===== config.mk =====
export PLATFORM = sky130hd
export DESIGN_NAME = seg_scan_display_flat
export DESIGN_NICKNAME = d
export VERILOG_FILES = /design/src/rtl/seg_scan_display_if.sv /design/src/rtl/seg_scan_display.sv /design/src/flat_wrapper.sv
export SDC_FILE = /design/constraint.sdc
export NUM_CORES = 1
export LEC_CHECK = 0
export ABC_AREA = 1
export CAP_MARGIN = 20
export CORE_MARGIN = 3
export CORE_UTILIZATION = 30
export CTS_BUF_LIST = sky130_fd_sc_hd__clkbuf_8 sky130_fd_sc_hd__clkbuf_16
export CTS_CLUSTER_SIZE = 10
export DETAILED_ROUTE_END_ITERATION = 10
export PLACE_DENSITY = 0.58
export SLEW_MARGIN = 20
export SYNTH_ARGS = -nofsm -noshare
export SYNTH_HDL_FRONTEND = slang
export SYNTH_SLANG_ARGS = --single-unit

===== constraint.sdc =====
create_clock -name CP -period 2.9 [get_ports CP]
set_clock_uncertainty 0.05 [all_clocks]
set_input_delay 0.58 -clock CP [delete_from_list [all_inputs] [get_ports CP]]
set_output_delay 0.58 -clock CP [all_outputs]
set_load 0.03 [all_outputs]

===== src/rtl/seg_scan_display_if.sv =====
// rtl/seg_scan_display_if.sv - display driver bus: time word, mode inputs, segment/anode outputs
interface seg_scan_display_if;
  logic [31:0] data;
  logic        ADJMODE;
  logic        SELMODE;
  logic [7:0]  an;
  logic [6:0]  seg;
  logic        dp;

  modport master (
    output data,
    output ADJMODE,
    output SELMODE,
    input  an,
    input  seg,
    input  dp
  );

  modport slave (
    input  data,
    input  ADJMODE,
    input  SELMODE,
    output an,
    output seg,
    output dp
  );
endinterface


===== src/rtl/seg_scan_display.sv =====
// rtl/seg_scan_display.sv - 8-digit multiplexed seven-segment scanner with frame snapshot; SEG_BLINK_EN adds adjust-field blink
module seg_scan_display #(
  parameter int SCAN_DIV     = 100000,
  parameter int BLINK_FRAMES = 64
) (
  input  logic              CP,
  input  logic              RST,
  seg_scan_display_if.slave bus
);
  localparam int            CW       = (SCAN_DIV > 1) ? $clog2(SCAN_DIV) : 1;
  localparam logic [CW-1:0] CNT_LAST = CW'(SCAN_DIV - 1);

  logic [CW-1:0] cnt;
  logic [2:0]    idx;
  logic [31:0]   snap;
  logic          started;

  logic          slot_end;
  logic          frame_end;
  logic [2:0]    idx_nx;
  logic [31:0]   snap_nx;
  logic [3:0]    nib_nx;
  logic          blank_nx;

  // Active-low a..g patterns; A-F rendered as A, b, C, d, E, F.
  function automatic logic [6:0] glyph(input logic [3:0] v);
    case (v)
      4'h0: glyph = 7'h40;
      4'h1: glyph = 7'h79;
      4'h2: glyph = 7'h24;
      4'h3: glyph = 7'h30;
      4'h4: glyph = 7'h19;
      4'h5: glyph = 7'h12;
      4'h6: glyph = 7'h02;
      4'h7: glyph = 7'h78;
      4'h8: glyph = 7'h00;
      4'h9: glyph = 7'h10;
      4'hA: glyph = 7'h08;
      4'hB: glyph = 7'h03;
      4'hC: glyph = 7'h46;
      4'hD: glyph = 7'h21;
      4'hE: glyph = 7'h06;
      default: glyph = 7'h0E;
    endcase
  endfunction

  // Digit about to be shown; the first edge after reset loads digit 0 straight from data.
  always_comb begin
    slot_end  = started && (cnt == CNT_LAST);
    frame_end = slot_end && (idx == 3'd7);
    idx_nx    = started ? idx + 3'd1 : 3'd0;
    snap_nx   = (!started || frame_end) ? bus.data : snap;
    nib_nx    = snap_nx[{idx_nx, 2'b00} +: 4];
  end

`ifdef SEG_BLINK_EN
  localparam int            BW         = (BLINK_FRAMES > 1) ? $clog2(BLINK_FRAMES) : 1;
  localparam logic [BW-1:0] BLINK_LAST = BW'(BLINK_FRAMES - 1);

  logic [BW-1:0] blink_cnt;
  logic          phase;
  logic          phase_nx;
  logic          field_sel;

  // Suppress the adjusted field using the phase that the upcoming slot will see.
  always_comb begin
    phase_nx  = (frame_end && (blink_cnt == BLINK_LAST)) ? ~phase : phase;
    field_sel = bus.SELMODE ? idx_nx[2] : (idx_nx[2:1] == 2'b01);
    blank_nx  = bus.ADJMODE && phase_nx && field_sel;
  end

  // Count frames and flip the blink phase every BLINK_FRAMES frames, independent of ADJMODE.
  always_ff @(posedge CP or posedge RST) begin
    if (RST) begin
      blink_cnt <= '0;
      phase     <= 1'b0;
    end else if (frame_end) begin
      if (blink_cnt == BLINK_LAST) begin
        blink_cnt <= '0;
        phase     <= ~phase;
      end else begin
        blink_cnt <= blink_cnt + 1'b1;
      end
    end
  end
`else
  localparam int unused_blink_frames = BLINK_FRAMES;
  logic          unused_mode;

  assign unused_mode = bus.ADJMODE ^ bus.SELMODE;
  assign blank_nx    = 1'b0;
`endif

  // Prescaler, digit index, frame snapshot and the registered pin drive.
  always_ff @(posedge CP or posedge RST) begin
    if (RST) begin
      cnt     <= '0;
      idx     <= 3'd0;
      snap    <= 32'h0;
      started <= 1'b0;
      bus.an  <= 8'hFF;
      bus.seg <= 7'h7F;
      bus.dp  <= 1'b1;
    end else if (!started || slot_end) begin
      started <= 1'b1;
      cnt     <= '0;
      idx     <= idx_nx;
      snap    <= snap_nx;
      bus.an  <= blank_nx ? 8'hFF : ~(8'h01 << idx_nx);
      bus.seg <= blank_nx ? 7'h7F : glyph(nib_nx);
      bus.dp  <= blank_nx || !((idx_nx == 3'd2) || (idx_nx == 3'd4));
    end else begin
      cnt <= cnt + 1'b1;
    end
  end
endmodule


===== src/flat_wrapper.sv =====
// flat-port wrapper written by rule: the top's interface ports become plain ports
module seg_scan_display_flat 
#(
  parameter int SCAN_DIV     = 100000,
  parameter int BLINK_FRAMES = 64
)
  (CP, RST, bus_data, bus_ADJMODE, bus_SELMODE, bus_an, bus_seg, bus_dp);
  seg_scan_display_if bus_i ();
  input  logic CP;
  input  logic RST;
  input wire logic [$bits(bus_i.data)-1:0] bus_data;
  input wire logic [$bits(bus_i.ADJMODE)-1:0] bus_ADJMODE;
  input wire logic [$bits(bus_i.SELMODE)-1:0] bus_SELMODE;
  output wire logic [$bits(bus_i.an)-1:0] bus_an;
  output wire logic [$bits(bus_i.seg)-1:0] bus_seg;
  output wire logic [$bits(bus_i.dp)-1:0] bus_dp;
  assign bus_i.data = bus_data;
  assign bus_i.ADJMODE = bus_ADJMODE;
  assign bus_i.SELMODE = bus_SELMODE;
  assign bus_an = bus_i.an;
  assign bus_seg = bus_i.seg;
  assign bus_dp = bus_i.dp;
  seg_scan_display #(.SCAN_DIV(SCAN_DIV), .BLINK_FRAMES(BLINK_FRAMES)) u_core (.CP(CP), .RST(RST), .bus(bus_i));
endmodule

Yosys cells after proc, flatten, opt, wreduce, memory -nomap -nowiden:

Memories as Yosys holds them, arrays and structs flattened. A register that Yosys moved wholly into a read port is not among the register bits.
Cells that the tools add are included.

* register bits after elaboration: 62
* ROM bits: 112
* word-level logic and storage cells: 26
* memories kept: 1

Memory list
* (name not given): words 16, width 7, rd ports 1, clocked after memory_dff 1, wr ports 0, line seg_scan_display.sv:27 `case (v)`

* $add $sub $neg: 2
* equality and inequality tests: 4
* shift-type cells: 2
* multiplexer cells: 3
* bitwise operators: 1
* reductions and logical operators: 7

Operator list (number)
* $mux W32: 1
* $shiftx A32 B6 Y4: 1
* $add A17 B1 Y17 const B: 1
* $eq A17 B17 Y1 const B: 1
* $mux W17: 1
* $not A8 Y8: 1
* $shl A1 B3 Y8 const A: 1
* $eq A3 B3 Y1 const B: 2
* $add A3 B1 Y3 const B: 1
* $eq A3 B2 Y1 const B: 1
* $logic_or A1 B1 Y1: 3
* $mux W3: 1
* $logic_and A1 B1 Y1: 2
* $logic_not A1 Y1: 2

Logic depth before layout (Yosys ltp):

* depth in word-level cells: 6
* depth in mapped cells: 23
* depth with buffers taken out: 22

Worst setup path before layout:

OpenSTA, ideal clock, no wires.

* kind: flip-flop to flip-flop
* from: register u_core.cnt[0]
* to: register u_core.bus.seg[3]
* setup time: 76 ps
* data arrival time: 2338 ps
* data required time: 2774 ps
* slack: 436 ps
* cell stages (with the launch flop): 22
* path buffers: 2
* clock period less this slack: 2464 ps
* path through: dfrtp_1 > ha_1 > nand3_2 > nor2_1 > nand3_2 > nand2_4 > buf_6 > buf_6 > nand3b_1 > nand3_1 > nand2_1 > nor2_1 > nand2_1 > nand2_1 > inv_1 > ha_1 > nand3_1 > nand2_1 > nand2_1 > nand2_1 > nand2_1 > nand2_1

* cells in the longest elaborated chain, start to end: 6
* elaborated cells on any way between the ends: 7
* those cells by class: eq/ne (1); shift (1); mux (1); reduce/logical (4)

Ends and longest elaborated chain
* from (decl): line seg_scan_display.sv:13 `logic [CW-1:0] cnt;`
* from (signal assigned): line seg_scan_display.sv:113 `cnt <= cnt + 1'b1;`
* $eq A17 B17 Y1 (*): line seg_scan_display.sv:49 `slot_end = started && (cnt == CNT_LAST);`
* $logic_and A1 B1 Y1 (*): line seg_scan_display.sv:49
* $logic_and A1 B1 Y1: line seg_scan_display.sv:50 `frame_end = slot_end && (idx == 3'd7);`
* $logic_or A1 B1 Y1: line seg_scan_display.sv:52 `snap_nx = (!started || frame_end) ? bus.data : snap;`
* $mux W32: line seg_scan_display.sv:52
* $shiftx A32 B6 Y4: line seg_scan_display.sv:53 `nib_nx = snap_nx[{idx_nx, 2'b00} +: 4];`
* to (decl): line seg_scan_display_if.sv:24 `output seg,`

Mark *: on every way between the ends. The rest lies on a longest branch, timed or not.
A chain may end at the register's enable or synchronous reset.

Worst setup path after layout:

* from: register u_core.idx[0]
* to: register u_core.bus.seg[0]

* cells in the longest elaborated chain, start to end: 5
* elaborated cells on any way between the ends: 7
* those cells by class: add/sub (1); eq/ne (1); shift (1); mux (2); reduce/logical (2)

Ends and longest elaborated chain
* from (decl): line seg_scan_display.sv:14 `logic [2:0] idx;`
* from (signal assigned): line seg_scan_display.sv:107 `idx <= idx_nx;`
* branches (longest 4 deep; another with $add A3 B1 Y3)
* $shiftx A32 B6 Y4 (*): line seg_scan_display.sv:53

Mark *: on every way between the ends.

==> impl_results.md <==
* Outcome: finished, final reports clean
* Critical path fanouts, max at 19
* Wire per inst at 12.24 um
* Worst skew pair latency at about 330 ps
* Largest net degree at the start of global routing at 70
* Cell Area, Synth at roughly 0.0038 mm2
* Core Util, Final at around two fifths
* Synth Flop Type: dfrtp_1
* Synthesis Warnings at 0
* Max-slew violations at 0
* Final HPWL DP at between 6 and 7 mm
* Nets at 594
* Worst Tran Pin Value at between 600 and 700 ps
* Drt drc at 0
* Initial Util at 31.07%
* Dominant cell type by area after synthesis: dfrtp_1
* RSZ-0062 raised after global routing: no
* Yosys cell types at 35
* Power density over cell area at 562.4 mW/mm2
* Tcrit/Tclk final at between 90 and 100%
* Post-synth ARST share at 100.0%
* Clock buffer count from CTS at 9
* Avg Inst Size Synth at between 7 and 8 um2
* Share of cells above drive strength 1 at between 10% and 20%
* Worst EP required at just over 3000 ps
* DRT Wirelength at around 8.8 mm
* Fillers at about 1200
* Minimum clock period at ~2700 ps
* Setup-failing EPs final at 0
* CTS tree: yes
* ANT nets after route at 0
* Root Driver: clkbuf_16
* First DRT Iteration DRCs at 195
* Sequential area share after synthesis at between 40% and 50%
* Slew headroom at ~58%
* First-pass detailed-route iteration total at 5
* Placed Instances at between 600 and 700
* DR vias at about 3100
* Fin cells at just over 700
* Global-route wire length before repair at 14.98 mm
* Site Rows at 40
* Leakage power at about 2.4 nW
* Clk buf depth at 2
* Design area at 0.004917 mm2
* Cells after synthesis at around 490
* F_max at around 0.37 GHz
* Final-report hold violation count at 0
* Final Wtd Congestion at slightly below 0.8
* Core area at approximately 0.012 mm2
* Overall routing resource usage at between 10% and 20%
* Syn nets at 530
* Kind of start point of the critical path: register
* Die H at about 120 um
* Worst EP arrival at 2910 ps
* Max Cap Viol at 0
* Hold crit path type: register to register
* Clock tree sinks at around 70
* Via-to-Cell Ratio at 4.360
* Reg clk slew, reported paths at around 60 ps
* CP Class: register to register
* Area contributors post-synth: dfrtp_1 (35%), nand2_1 (13%), dfstp_2 (11%)
* Post-synth EDFFs at 0
* Top cell type's share of synthesized area at about a third
* Die width at 118.2 um
* GRT overflow at 0
* VDD IR-drop max at roughly 0.27 mV
* Initial antenna violation count at 0
* CTS Hold Bufs at 0
* CTS H-Tree Depth at 3
* Post-DP Area at 0.004469 mm2
* PortBufs at between 40 and 50
* Fin Hold WS at 410.8 ps
* I/O Pins at 52
* Layout area overhead at 30.13%
* #FFs+latches synth at between 60 and 70
* Vias in the first global route at approximately 3100
* Antenna diodes at 0
* Die area at between 0.01 and 0.015 mm2
* Critical path capture point type: register
worst max-delay path, stage by stage (launching register included):
cell     delay, ps
dfrtp_1        400
ha_1           210
ha_1           180
inv_1           50
nand2_1        190
buf_6          250
nand3_1        110
nand2_1         70
nand2_1         60
nand2_1         70
o21ai_1        150
nand2_1        130
ha_1           220
inv_1          110
nand3_1        110
nand3_1        100
nand2_1         60
nand2_1         50
nand2_1         50
cells by family (layout without fill, tap and decap cells):
logic type / count (synthesis) / count (layout) / share of synthesized area, %
DFF: 69 / 69 / 46.23
buffers and inverters: 90 / 158 / 10.53
adders and majority gates: 9 / 9 / 2.980
and+or+nand+nor: 276 / 277 / 33.97
other: 1 / 1 / 0.09924
xor gates and xnor gates: 1 / 1 / 0.2318
AOI/OAI and AO/OA: 39 / 39 / 5.960
metal layers:
layer  wire length (um)  part of all wire (%)  vias up  global-route usage, %
met2               4102                    46       56                  21.19
met5                  0                     0        -                      0
met3                400                   4.5        8                  2.632
met4                105                   1.2        0                  5.495
met1               4229                    48     1440                  17.10
li1                   -                     -     1644                      -
path summary, 6_finish.rpt:
| check | slack (ps) | endpoint | cells past startpoint | start |
|---|---|---|---|---|
| hold / removal | 410 | u_core.bus.an[2] | 2 | u_core.bus.an[2] |
| setup reg to reg | 200 | u_core.bus.seg[0] | 18 | u_core.idx[0] |
| max in group asynchronous | 1860 | u_core.bus.seg[4] | 3 | RST |
| hold reg to reg | 410 | u_core.bus.an[2] | 2 | u_core.bus.an[2] |
| min in group asynchronous | 600 | u_core.cnt[12] | 3 | RST |
| setup / recovery | 200 | u_core.bus.seg[0] | 18 | u_core.idx[0] |
per-stage QoR:
step / total power [W] / setup TNS (ps) / setup slack [ps]
floorplan: 0.001442 / 0 / 436.0
global placement: 0.001593 / 0 / 34.19
detailed placement: 0.001600 / -165.9 / -71.31
CTS: 0.002783 / 0 / 74.64
global route: 0.002908 / 0 / 5.180
finish: 0.002766 / 0 / 197.7
Yosys cell counts, drive strengths merged, types with 2 or more instances:
library cell,instances
dfrtp,53
nor3,5
nand3,56
ha,9
nand2,135
inv,74
and2,17
nor2,45
dfstp,16
o21a,2
buf,13
o21ai,16
clkbuf,3
a211oi,2
nand3b,14
a31oi,5
a21oi,12
power breakdown:
part           total [W]  leakage, nW  switching [W]  internal (W)
Clock            0.00117        0.163       0.000398      0.000768
Combinational   0.000495         1.40       0.000288      0.000207
Sequential       0.00110        0.818      0.0000363       0.00107
Total            0.00277         2.39       0.000722       0.00204
layout by cell type, fill, tap and decap left out, types with 6 or more instances in the layout:
master	Yosys	routed
o21ai_0	9	9
clkbuf_16	0	9
clkdlybuf4s50_1	0	49
dfrtp_1	53	53
inv_2	7	9
nor2_1	38	37
ha_1	9	8
nand3b_1	14	14
nand2_1	130	128
a21oi_1	11	11
and2_1	17	17
inv_1	67	66
dfstp_2	16	16
nor2_2	6	6
nand3_1	54	54
buf_4	0	17
state kept, by name (all words and copies together) (netlist names):
name / cells
u_core.bus.seg: 7
u_core.snap: 32
u_core.cnt: 17
u_core.bus.an: 8
u_core.bus.dp: 1
u_core.idx: 3
u_core.started: 1
repair_timing:
item	in CTS	in global routing
setup buffers	0	6
gates cloned	0	1
endpoints found under the setup margin	4	7
gates resized for setup	3	12
pin swaps	0	3
area by class of cell:
| type | count | area (um2) | area share [%] |
|---|---|---|---|
| clock buffer | 10 | 239.0 | 4.860 |
| clock inverter | 6 | 78.83 | 1.603 |
| inverter | 74 | 277.8 | 5.649 |
| multi-input combinational | 327 | 1715 | 34.89 |
| sequential | 69 | 1747 | 35.52 |
| tap | 168 | 210.2 | 4.275 |
| timing repair buffer | 68 | 649.4 | 13.21 |
No activity file was read; power rests on OpenSTA's default activity.
